$ cat src/rtl/uart_ctrl_regs.sv
// uart_ctrl_regs -- UART register block.
//
// Holds the control and data registers and presents them as two 32-bit
// views for the downstream read mux. It also runs the TX launch handshake
// toward the transmitter engine and buffers received bytes in a small RX FIFO.
//
// Ports:
//   clk_i       system clock, all state updates on the rising edge
//   rst_n_i     synchronous reset, active low
//   reg_sel_i   register select: 0 = control, 1 = data
//   we_i        bus write strobe (one cycle per write)
//   wdata_i     bus write data
//   rd_i        bus read strobe; with reg_sel_i=1 it pops the RX FIFO
//   outc_o      control view:
//                 [0] SEND, [1] NEW_RX, [2] RX_OVF (W1C), [3] TX_BUSY,
//                 [4 +: CNT_W] RX count
//   outd_o      data view: {24'b0, FIFO head}, or 0 when the FIFO is empty
//   tx_data_o   byte handed to the TX engine, latched at launch
//   tx_start_o  one-cycle launch pulse
//   tx_rdy_i    TX engine idle / ready
//   rx_data_i   received byte
//   rx_valid_i  one-cycle strobe qualifying rx_data_i
//   irq_o       (only with UART_IRQ_EN) registered interrupt request
//
// Build option: define UART_IRQ_EN to add irq_o and the RXIE (bit 8) and
// TXIE (bit 9) control bits. Without it, bits 9:8 read 0 and are not writable.

module uart_ctrl_regs #(
    parameter int RX_DEPTH = 4,  // power of two, 2..16
    parameter int CNT_W    = 3   // 2**CNT_W must exceed RX_DEPTH
) (
    input  logic        clk_i,
    input  logic        rst_n_i,
    input  logic        reg_sel_i,
    input  logic        we_i,
    input  logic [31:0] wdata_i,
    input  logic        rd_i,
    output logic [31:0] outc_o,
    output logic [31:0] outd_o,
    output logic [7:0]  tx_data_o,
    output logic        tx_start_o,
    input  logic        tx_rdy_i,
    input  logic [7:0]  rx_data_i,
    input  logic        rx_valid_i
`ifdef UART_IRQ_EN
    ,
    output logic        irq_o
`endif
);

    localparam int PTR_W = $clog2(RX_DEPTH);

    localparam logic [1:0] ST_IDLE      = 2'd0;
    localparam logic [1:0] ST_LAUNCH    = 2'd1;
    localparam logic [1:0] ST_WAIT_BUSY = 2'd2;
    localparam logic [1:0] ST_WAIT_DONE = 2'd3;

    // ------------------------------------------------------------------
    // State
    // ------------------------------------------------------------------
    logic [1:0]       state_reg;
    logic             send_reg;
    logic             ovf_reg;
    logic [7:0]       hold_reg;
    logic [7:0]       tx_data_reg;
    logic [PTR_W-1:0] wr_ptr_reg;
    logic [PTR_W-1:0] rd_ptr_reg;
    logic [CNT_W-1:0] count_reg;
    logic [7:0]       fifo_mem [RX_DEPTH];

    // ------------------------------------------------------------------
    // Decode
    // ------------------------------------------------------------------
    logic ctrl_wr;
    logic data_wr;
    logic launch;
    logic fifo_empty;
    logic fifo_full;
    logic push;
    logic pop;
    logic ovf_set;
    logic tx_busy;

    assign ctrl_wr    = we_i && !reg_sel_i;
    assign data_wr    = we_i && reg_sel_i;
    assign launch     = (state_reg == ST_IDLE) && send_reg && tx_rdy_i;
    assign tx_busy    = (state_reg != ST_IDLE);
    assign fifo_empty = (count_reg == '0);
    assign fifo_full  = (count_reg == CNT_W'(RX_DEPTH));
    assign pop        = rd_i && reg_sel_i && !fifo_empty;
    // A push into a full FIFO still succeeds when a pop frees the head
    // slot in the same cycle; the write lands in the slot being vacated.
    assign push       = rx_valid_i && (!fifo_full || pop);
    assign ovf_set    = rx_valid_i && fifo_full && !pop;

    // ------------------------------------------------------------------
    // Control / data registers and TX FSM
    // ------------------------------------------------------------------
    always_ff @(posedge clk_i) begin
        if (!rst_n_i) begin
            state_reg   <= ST_IDLE;
            send_reg    <= 1'b0;
            ovf_reg     <= 1'b0;
            hold_reg    <= 8'h00;
            tx_data_reg <= 8'h00;
        end else begin
            // A bus write of SEND takes priority over the hardware clear
            // at launch, so a request written on that edge stays queued.
            if (ctrl_wr) begin
                send_reg <= wdata_i[0];
            end else if (launch) begin
                send_reg <= 1'b0;
            end

            // Overflow set wins over a simultaneous write-1-to-clear.
            if (ovf_set) begin
                ovf_reg <= 1'b1;
            end else if (ctrl_wr && wdata_i[2]) begin
                ovf_reg <= 1'b0;
            end

            if (data_wr) begin
                hold_reg <= wdata_i[7:0];
            end

            if (launch) begin
                tx_data_reg <= hold_reg;
            end

            case (state_reg)
                ST_IDLE:      if (launch)    state_reg <= ST_LAUNCH;
                ST_LAUNCH:                   state_reg <= ST_WAIT_BUSY;
                ST_WAIT_BUSY: if (!tx_rdy_i) state_reg <= ST_WAIT_DONE;
                ST_WAIT_DONE: if (tx_rdy_i)  state_reg <= ST_IDLE;
                default:                     state_reg <= ST_IDLE;
            endcase
        end
    end

    // ------------------------------------------------------------------
    // RX FIFO (pointers wrap naturally since RX_DEPTH is a power of two)
    // ------------------------------------------------------------------
    always_ff @(posedge clk_i) begin
        if (!rst_n_i) begin
            wr_ptr_reg <= '0;
            rd_ptr_reg <= '0;
            count_reg  <= '0;
        end else begin
            if (push) begin
                wr_ptr_reg <= wr_ptr_reg + 1'b1;
            end
            if (pop) begin
                rd_ptr_reg <= rd_ptr_reg + 1'b1;
            end
            case ({push, pop})
                2'b10:   count_reg <= count_reg + 1'b1;
                2'b01:   count_reg <= count_reg - 1'b1;
                default: count_reg <= count_reg;
            endcase
        end
    end

    // Storage is not reset: every view of it is gated by the count.
    always_ff @(posedge clk_i) begin
        if (push) begin
            fifo_mem[wr_ptr_reg] <= rx_data_i;
        end
    end

    // ------------------------------------------------------------------
    // Optional interrupt
    // ------------------------------------------------------------------
`ifdef UART_IRQ_EN
    logic rxie_reg;
    logic txie_reg;
    logic irq_reg;

    always_ff @(posedge clk_i) begin
        if (!rst_n_i) begin
            rxie_reg <= 1'b0;
            txie_reg <= 1'b0;
            irq_reg  <= 1'b0;
        end else begin
            if (ctrl_wr) begin
                rxie_reg <= wdata_i[8];
                txie_reg <= wdata_i[9];
            end
            irq_reg <= (rxie_reg && !fifo_empty)
                     | (rxie_reg && ovf_reg)
                     | (txie_reg && !send_reg && !tx_busy);
        end
    end

    assign irq_o = irq_reg;

    logic unused_wdata;
    assign unused_wdata = ^wdata_i[31:10];
`else
    logic unused_wdata;
    assign unused_wdata = ^wdata_i[31:8];
`endif

    // ------------------------------------------------------------------
    // Read views (zero latency, built from registered state only)
    // ------------------------------------------------------------------
    always_comb begin
        outc_o              = 32'h0;
        outc_o[0]           = send_reg;
        outc_o[1]           = !fifo_empty;
        outc_o[2]           = ovf_reg;
        outc_o[3]           = tx_busy;
        outc_o[4 +: CNT_W]  = count_reg;
`ifdef UART_IRQ_EN
        outc_o[8]           = rxie_reg;
        outc_o[9]           = txie_reg;
`endif
    end

    assign outd_o     = fifo_empty ? 32'h0 : {24'h0, fifo_mem[rd_ptr_reg]};
    assign tx_data_o  = tx_data_reg;
    assign tx_start_o = (state_reg == ST_LAUNCH);

endmodule

$ cat config.mk
export PLATFORM = sky130hd
export DESIGN_NAME = uart_ctrl_regs
export DESIGN_NICKNAME = d
export VERILOG_FILES = /design/src/rtl/uart_ctrl_regs.sv
export SDC_FILE = /design/constraint.sdc
export NUM_CORES = 1
export LEC_CHECK = 0
export ABC_AREA = 1
export CAP_MARGIN = 20
export CORE_UTILIZATION = 43
export CTS_CLUSTER_DIAMETER = 30
export DETAILED_ROUTE_END_ITERATION = 8
export GPL_TIMING_DRIVEN = 0
export HOLD_SLACK_MARGIN = 0.15
export PLACE_DENSITY = 0.87
export SYNTH_ARGS = -nofsm -noshare
export SYNTH_HDL_FRONTEND = slang
export SYNTH_SLANG_ARGS = --single-unit
export TNS_END_PERCENT = 30
$ cat constraint.sdc
create_clock -name clk_i -period 1.7 [get_ports clk_i]
set_input_delay 0.34 -clock clk_i [delete_from_list [all_inputs] [get_ports clk_i]]
set_output_delay 0.34 -clock clk_i [all_outputs]
set_load 0.1 [all_outputs]
After elaboration in Yosys (flattened, before gate mapping)
Memories as Yosys holds them, arrays and structs flattened. A register that Yosys moved wholly into a read port is not among the register bits.
Cells that the tools add are included.

operators by class
  shift operators = 0
  bitwise operators = 0
  add/subtract/negate cells = 4
  equality and inequality tests = 9
  $mul = 0
  multiplexer cells = 14
  divide/modulo/power cells = 0
  reductions and logical operators = 22
  order comparisons = 0

operators by type and width
  kind                   number
  $logic_and A1 B1 Y1    10
  $mux W2                5
  $mux W8                1
  $pmux W2 S4            1
  $reduce_bool A2 Y1     4
  $eq A2 B2 Y1 const B   3
  $mux W1                6
  $ne A2 B2 Y1 const B   3
  $pmux W3 S2            1
  $add A2 B1 Y2 const B  2
  $eq A2 B1 Y1 const B   2
  $logic_not A1 Y1       4
  $add A3 B1 Y3 const B  1
  $eq A3 B3 Y1 const B   1
  $logic_not A3 Y1       1
  $reduce_and A3 Y1      1
  $sub A3 B1 Y3 const B  1
  $logic_not A2 Y1       1
  $logic_or A1 B1 Y1     1

word-level totals
  bits in writable memories = 32
  memories = 1
  memory bits (read-only) = 0
  register bits after elaboration = 27
  output and inout bits = 73
  latch bits = 0
  input port bits = 47

memory list
  name      words  bits a word  rd ports  clocked after Yosys merged registers in  wr ports  line  RTL
  fifo_mem  4      8            1         1                                        1         69    logic [7:0] fifo_mem [RX_DEPTH];

Logic depth before layout (Yosys ltp)
Gate-level depths: netlist of run 1.

  depth after elaboration = 7
  depth in mapped cells = 11

Worst setup path after synthesis of run 1
No wires, ideal clock.

  kind = register -> output
  start = reg count_reg[2]
  end = out outd_o[0]
  data required time = 1.360 ns
  slack = -1.873 ns
  arrival time = 3.233 ns
  stages on the path, launching flop included = 5
  buffers on the path = 0
  path through = dfxtp_1 -> inv_1 -> nand2_4 -> inv_1 -> a21oi_1

on the way
  cells in the longest elaborated chain, start to end = 2

ends and longest elaborated chain
  item                    line  RTL
  start, declared         68    logic [CNT_W-1:0] count_reg;
  start signal, assigned  156   2'b10: count_reg <= count_reg + 1'b1;
  start signal, assigned  157   2'b01: count_reg <= count_reg - 1'b1;
  start signal, assigned  158   default: count_reg <= count_reg;
  $logic_not A3 Y1        88    assign fifo_empty = (count_reg == '0);
  $mux W8                 219   assign outd_o = fifo_empty ? 32'h0 : {24'h0, fifo_mem[rd_ptr_reg]};
  end, declared           39    output logic [31:0] outd_o,

Every way passes these cells.

==> flow_summary.toml, run 1 <==
[sta]
final-hold-violation-count = 0
timing_worst_slew_pin_value_ns = 0.552
slew_viol_final = 0
finalCritPeriodShare = 1.13
fin_ws_ns = -0.228
rsz0062_at_grt = "yes"
holdWs_ns = 0.433
timing.setup.tns_ns = -1.64
skew_ns = 0.00806
period_needed_ns = 1.93
setup_violations = 9
max_freq_mhz = 519
max_slew_margin = 0.634

[power_and_ir_drop]
p_total_mw = 5.15
power_frac_seq = 0.334
p_leak_nw = 1.89
comb_power_share = 0.442
powerDensity_nw_per_um2 = 1180
vdd_ir_drop_max_mv = 1.25
internal_power_mw = 2.87
switching_power_mw = 2.28
swShare = 0.442
p_clk_frac = 0.223

[worst_setup_path]
critical_path.cell_chain = "clkinvlp_4, buf_12, nor2_2, o21ai_2, a21oi_4, buf_12"
cp_num_buf_inv = 3
cp.arrival_ns = 1.59
critPathMaxStageDelay_ns = 0.37
path_class = "register to output pin"
crit_fanout = 5
slowest_stage = "dfxtp_4"
cp-end-kind = "output pin"
start_kind = "register"
cp.required_ns = 1.36
path_delay_family = "buffers and inverters"
crit_top_cell = "buf_12"

[placement]
dpl.hpwl_um = 4310
io_buffers = 46
gp_congestion = 0.806
place_ws_ns = -1.00
dp_cells = 485

[synth]
yosys_warnings = 0
synth-main-ff-cell = "edfxtp_1"
synth_cell_type_count = 27
syn_inst = 314
synth-seq-cells = 61
synth_area_um2 = 2940
synth_edf_count = 32
syn_avg_cell_area_um2 = 9.35
ys_seq_area_frac = 0.525
async_flop_share = 0

[clock_network]
ctsLongestPathBuffers = 2
cts.htree.levels = 3
numCtsBuffers = 9
cts_sinks = 61
ctsHoldBuffers = 0
cts_tree = "built"
clock_latency_ns = 0.34
root_buffer = "clkbuf_8"
path_clk_slew_ns = 0.07

[grt]
globalRouteOverflowTotal = 0
grt_max_degree = 12
grt_pass1_wl_um = 10200
track_usage = 0.187
grt_pass1_vias = 2264
grt_antenna_before_repair = 0

[job]
drv_cap = 0

[layout]
multi_input_area_um2 = 1240
finalNetCount = 485
area_growth_pct = 48.4
fill_cells = 483
final_cells = 511
n_antenna_cell = 0
drive_above_1_share = 0.387
seqCellArea_um2 = 1560
largest_reg_flops = 32

[outcome]
violations = "DRC, setup timing"
status = "finished with violations"

[floorplan]
rows = 29
die_w_um = 84.6
core_area_um2 = 6460
die_area_um2 = 7160
ioPinCount = 120
initial_core_util = 0.455
fp.dieH_um = 84.6

[worst_hold_path]
worstHoldPathType = "input port to register"

[routing]
drt_iter0_markers = 93
vias = 2283
viasPerCell = 4.47
wl_per_cell_um = 12.3
wl_um = 6260
firstDrtPassIters = 8
drtAntennaViolNets = 0
post-route-drc-count = 10
==> cells by family after synthesis <==
group / share of synthesized area
compound gates: 0.115
fa+ha+maj: 0.0409
other cells: 0.00128
buf+inv: 0.188
simple gates: 0.130
flops: 0.525
==> placed cells by master (no fill, tap or decap), drive strengths merged <==
cell type / count
a21oi: 25
and3: 1
a211oi: 1
conb: 49
clkbuf: 11
nand2: 17
clkdlybuf4s50: 21
nand3: 6
ha: 8
o21ai: 37
nor2: 59
inv: 32
dlymetal6s2s: 1
dfxtp: 29
nand4: 3
edfxtp: 32
fa: 1
clkinv: 5
or2: 1
clkinvlp: 2
clkdlybuf4s15: 11
buf: 81
a21boi: 1
==> repair_timing <==
item	4_1_cts	5_1_grt
gates cloned	1	0
setup buffers	7	4
setup endpoints to repair	57	28
resized for setup	185	23
pin swaps	17	6
==> metal layers <==
metal	GRT usage	share of wire
met1	0.201	0.38
met2	0.340	0.54
met3	0.0639	0.065
met4	0.0709	0.013
met5	0	0
==> path summary, 6_finish.rpt <==
check,start,to,slack (ns),cells after the start
setup reg to reg,count_reg[2],count_reg[2],0.08,10
setup / recovery,register,outd_o[3],-0.23,6
hold / removal,reg_sel_i,ovf_reg,0.43,4
hold reg to reg,tx_data_o[6],tx_data_o[6],0.45,2
==> cell usage after synthesis (2+ instances only) <==
master,count,area (um2)
nor2_1,57,214
buf_4,54,405
o21ai_0,34,170
edfxtp_1,32,961
dfxtp_1,29,581
inv_1,29,109
a21oi_1,25,125
nand2_1,13,48.8
ha_1,8,100
nand3_1,6,30.0
buf_2,3,15.0
inv_2,3,11.3
nand4_1,3,18.8
nand2_2,2,12.5
nand2_4,2,22.5
nor2_4,2,22.5
o21ai_1,2,10.0
==> worst register-to-register path, cell delays in order, from the launching register on <==
cell and delay (ns):
dfxtp_4 0.38, inv_4 0.06, nand2_8 0.07, nand2_4 0.07
inv_2 0.07, nand2_4 0.06, fa_1 0.38, inv_1 0.06
nand4_1 0.13, a21oi_2 0.16, nor2_1 0.06
==> power by group through the flow <==
stage               Combinational (mW)  Sequential, mW  Clock (mW)
detailed placement                2.01            1.75           0
CTS                               2.25            1.72        1.18
global route                      2.38            1.73        1.25
finish                            2.28            1.72        1.15
floorplan                         1.50            1.92           0
global placement                  1.98            1.74           0
==> stage by stage <==
step | util | area [um2]
CTS | 0.661 | 4270
global placement | 0.588 | 3800
detailed placement | 0.588 | 3800
floorplan | - | 3240
global route | 0.675 | 4360
finish | 0.675 | 4360
==> cell type report <==
type | instances | share of cell area
sequential | 61 | 0.358
multi-input combinational | 209 | 0.285
timing repair buffer | 57 | 0.158
buffer | 58 | 0.106
inverter | 33 | 0.0319
clock buffer | 10 | 0.0316
tap | 77 | 0.0221
clock inverter | 6 | 0.00833
(Power assumes the default switching activity.)
==> run 2: changes to the inputs <==
SKIP_CTS_REPAIR_TIMING = 1   (was unset)
==> run 2 against run 1 <==
Compared with the run above:
- final cell count fell by 1.6%
- maximum frequency is 2.1% lower
- clock skew fell by 0.0027 ns
- global-route usage decreased by 1.3 points
- power shrank 1.5%
- largest power group unchanged
- clock power about the same
- critical path type unchanged
- flip-flop and latch count stayed put
- register-to-register slack is essentially flat
- via count fell by 3.0%
- the run still ends with DRC, setup timing left
- die area did not move
==> flow_summary.toml, run 2 (synthesis results as in run 1) <==
[grt]
track_usage = 0.175
grt_pass1_wl_um = 9470
grt_antenna_before_repair = 0
grt_max_degree = 12
grt_pass1_vias = 2084
globalRouteOverflowTotal = 0

[worst_setup_path]
reg2reg_depth = 10
crit_fanout = 8
path_depth = 6
start_kind = "register"
critPathMaxStageDelay_ns = 0.33
r2r_slack_ns = 0.08
cp-end-kind = "output pin"
slowest_stage = "dfxtp_2"
critical_path.cell_chain = "buf_6, clkinvlp_4, nor2_1, o21ai_2, a21oi_4, buf_12"
cp.arrival_ns = 1.63
cp.required_ns = 1.36
cp_num_buf_inv = 3
path_class = "register to output pin"
path_delay_family = "buffers and inverters"

[outcome]
violations = "DRC, setup timing"
status = "finished with violations"

[floorplan]
initial_core_util = 0.455
rows = 29
die_w_um = 84.6
ioPinCount = 120
core_area_um2 = 6460
die_area_um2 = 7160
fp.dieH_um = 84.6

[layout]
finalNetCount = 477
fill_cells = 515
area_growth_pct = 40.8
layout_common_cells = "buf_4 (54), conb_1 (49), nor2_1 (47), edfxtp_1 (32), inv_1 (24)"
final_cells = 503
final_common_cell = "buf_4"
fin_area_um2 = 4130
drive_above_1_share = 0.352
n_antenna_cell = 0
largest_reg_flops = 32

[sta]
rsz0062_at_grt = "yes"
final-hold-violation-count = 0
setup_violations = 9
max_freq_mhz = 508
skew_ns = 0.00532
max_slew_margin = 0.637
period_needed_ns = 1.97
finalCritPeriodShare = 1.16
timing.setup.tns_ns = -2.06
timing_worst_slew_pin_value_ns = 0.547
slew_viol_final = 0
fin_ws_ns = -0.269

[placement]
dp_cells = 485
placed_cell_area_um2 = 3800
gp_congestion = 0.806
io_buffers = 46
dpl.hpwl_um = 4310

[routing]
post-route-drc-count = 10
firstDrtPassIters = 8
vias = 2215
wl_per_cell_um = 12.0
viasPerCell = 4.40
wl_um = 6040
drtAntennaViolNets = 0
drt_iter0_markers = 74

[worst_hold_path]
min_path_cells = 4
worstHoldPathType = "input port to register"

[clock_network]
clock_latency_ns = 0.34
ctsLongestPathBuffers = 2
path_clk_slew_ns = 0.07
cts.htree.levels = 3
cts_tree = "built"
root_buffer = "clkbuf_8"
cts_sinks = 61
numCtsBuffers = 9

[power_and_ir_drop]
powerDensity_nw_per_um2 = 1230
p_leak_nw = 1.83
vdd_ir_drop_max_mv = 1.26

[job]
drv_cap = 0
==> run 2: routing by layer <==
layer	part of all wire	routed length, um	vias up	GRT usage
met5	0	0	-	0
met4	0.012	73	0	0.0508
met3	0.064	388	8	0.0629
met2	0.53	3170	82	0.315
met1	0.40	2410	989	0.193
li1	-	-	1136	-
==> run 2: final cells by class <==
type | instances | area, um2 | area share
inverter | 33 | 134 | 0.0324
multi-input combinational | 209 | 1210 | 0.292
clock buffer | 10 | 138 | 0.0333
tap | 77 | 96.3 | 0.0233
sequential | 61 | 1560 | 0.377
timing repair buffer | 48 | 508 | 0.123
clock inverter | 6 | 36.3 | 0.00878
buffer | 59 | 459 | 0.111
==> run 2: per-stage QoR <==
step                setup slack [ns]   util  power [mW]  hold WS [ns]
finish                        -0.269  0.640        5.07         0.432
global placement              -0.931  0.588        3.72         0.436
global route                  -0.370  0.640        5.28         0.461
CTS                            -1.38  0.615        4.92         0.454
floorplan                     -0.468      -        3.42         0.439
detailed placement             -1.00  0.588        3.76         0.442
==> run 2: power breakdown <==
group | switching [mW] | internal (mW) | leakage [nW]
Combinational | 1.61 | 0.590 | 1.20
Sequential | 0.0587 | 1.66 | 0.535
Clock | 0.586 | 0.564 | 0.0967
Total | 2.26 | 2.81 | 1.83
==> run 2: tightest hold or removal path, cell delays in order <==
cell,delay (ns)
dlymetal6s2s_1,0.13
nand2_1,0.10
nand4_1,0.09
a21oi_1,0.06
==> run 2: path summary, 6_finish.rpt <==
| check | end | from |
|---|---|---|
| worst min-delay path | ovf_reg | reg_sel_i |
| worst max register to register | count_reg[2] | count_reg[2] |
| worst max-delay path | outd_o[1] | register |
| worst min register to register | tx_data_o[6] | tx_data_o[6] |
==> run 3: changes to the inputs <==
MAX_ROUTING_LAYER = met4   (was unset)
==> run 3 against run 2 <==
Compared with the run above:
- the flow still finishes with violations (DRC, setup timing)
- non-clock buffer count is the same
- hold slack lost 0.00060 ns
- clock power is essentially flat
- combinational power is essentially flat
- maximum frequency grew 0.21%
- setup slack gained 0.0041 ns
- die area is the same
==> flow_summary.toml, run 3 (synthesis results as in run 1) <==
[layout]
fin_area_um2 = 4130
largest_reg_flops = 32
drive_above_1_share = 0.352
layout_common_cells = "buf_4 (54), conb_1 (49), nor2_1 (47), edfxtp_1 (32), inv_1 (24)"
n_antenna_cell = 0
final_common_cell = "buf_4"
postLayoutCoreUtil = 0.640
area_growth_pct = 40.8
finalNetCount = 477

[placement]
dpl.hpwl_um = 4310
gp_congestion = 0.818
placed_cell_area_um2 = 3800
place_ws_ns = -1.00
io_buffers = 46

[clock_network]
clock_latency_ns = 0.34
cts_sinks = 61
ctsLongestPathBuffers = 2
cts_tree = "built"
path_clk_slew_ns = 0.07
root_buffer = "clkbuf_8"
cts.htree.levels = 3
numCtsBuffers = 9

[sta]
finalCritPeriodShare = 1.16
fin_ws_ns = -0.265
skew_ns = 0.00507
max_freq_mhz = 509
final-hold-violation-count = 0
max_slew_margin = 0.637
timing_worst_slew_pin_value_ns = 0.547
timing.setup.tns_ns = -2.01
slew_viol_final = 0
period_needed_ns = 1.96
setup_violations = 9
rsz0062_at_grt = "yes"

[worst_setup_path]
cp.arrival_ns = 1.62
cp.required_ns = 1.36
path_class = "register to output pin"
critical_path.cell_chain = "buf_6, clkinvlp_4, nor2_2, o21ai_2, a21oi_4, buf_12"
start_kind = "register"
cp-end-kind = "output pin"
critPathMaxStageDelay_ns = 0.33
crit_fanout = 8
slowest_stage = "dfxtp_2"

[power_and_ir_drop]
vdd_ir_drop_max_mv = 1.26
powerDensity_nw_per_um2 = 1230
p_leak_nw = 1.83

[worst_hold_path]
worstHoldPathType = "input port to register"

[grt]
track_usage = 0.180
grt_pass1_vias = 2084
globalRouteOverflowTotal = 0
grt_antenna_before_repair = 0
grt_max_degree = 12
grt_pass1_wl_um = 9470

[floorplan]
rows = 29
ioPinCount = 120
die_w_um = 84.6
initial_core_util = 0.455
core_area_um2 = 6460
fp.dieH_um = 84.6
die_area_um2 = 7160

[routing]
wl_um = 6070
viasPerCell = 4.43
post-route-drc-count = 10
vias = 2229
firstDrtPassIters = 8
drt_iter0_markers = 73
wl_per_cell_um = 12.1
drtAntennaViolNets = 0

[job]
drv_cap = 0

[outcome]
violations = "DRC, setup timing"
status = "finished with violations"
run 3: cell counts in the layout (fill, tap and decap cells not counted):
Identical to the previous run, type by type.
run 3: routing by layer:
layer | global-route usage | vias up | wire, um
met4 | 0.0508 | 0 | 80
met5 | - | - | 0
li1 | - | 1138 | -
met2 | 0.315 | 76 | 3170
met1 | 0.195 | 1005 | 2470
met3 | 0.0590 | 10 | 357
run 3: cell type report:
type | instances | area (um2)
multi-input combinational | 209 | 1210
tap | 77 | 96.3
clock buffer | 10 | 138
clock inverter | 6 | 36.3
timing repair buffer | 48 | 508
fill | 515 | 2320
sequential | 61 | 1560
buffer | 59 | 459
inverter | 33 | 134
run 3: power breakdown:
group          leakage (nW)  internal, mW  switching (mW)
sequential            0.535          1.66          0.0584
clock                0.0967         0.564           0.590
combinational          1.20         0.590            1.61
total                  1.83          2.81            2.26
run 3: worst max-delay path: cells and delay by family, from the launching register on:
kind                   cells  cell delay [ns]
AOI/OAI and AO/OA          2             0.29
and+or+nand+nor            1             0.16
DFF                        1             0.33
buffers and inverters      3             0.50
run 3: path summary, 6_finish.rpt:
kind                            cells after the start            to          from  slack (ns)
worst max-delay path                                6     outd_o[4]      register       -0.26
worst min-delay path                                4       ovf_reg     reg_sel_i        0.43
worst max register to register                     10  count_reg[2]  count_reg[2]        0.08
worst min register to register                      2  tx_data_o[6]  tx_data_o[6]        0.45
run 3: stage by stage:
stage          instances  hold WS [ns]  power, mW
5_1_grt              503         0.461       5.28
3_3_place_gp         485         0.436       3.72
4_1_cts              501         0.454       4.92
6_report             503         0.432       5.08
3_5_place_dp         485         0.442       3.76
2_1_floorplan        362         0.439       3.42
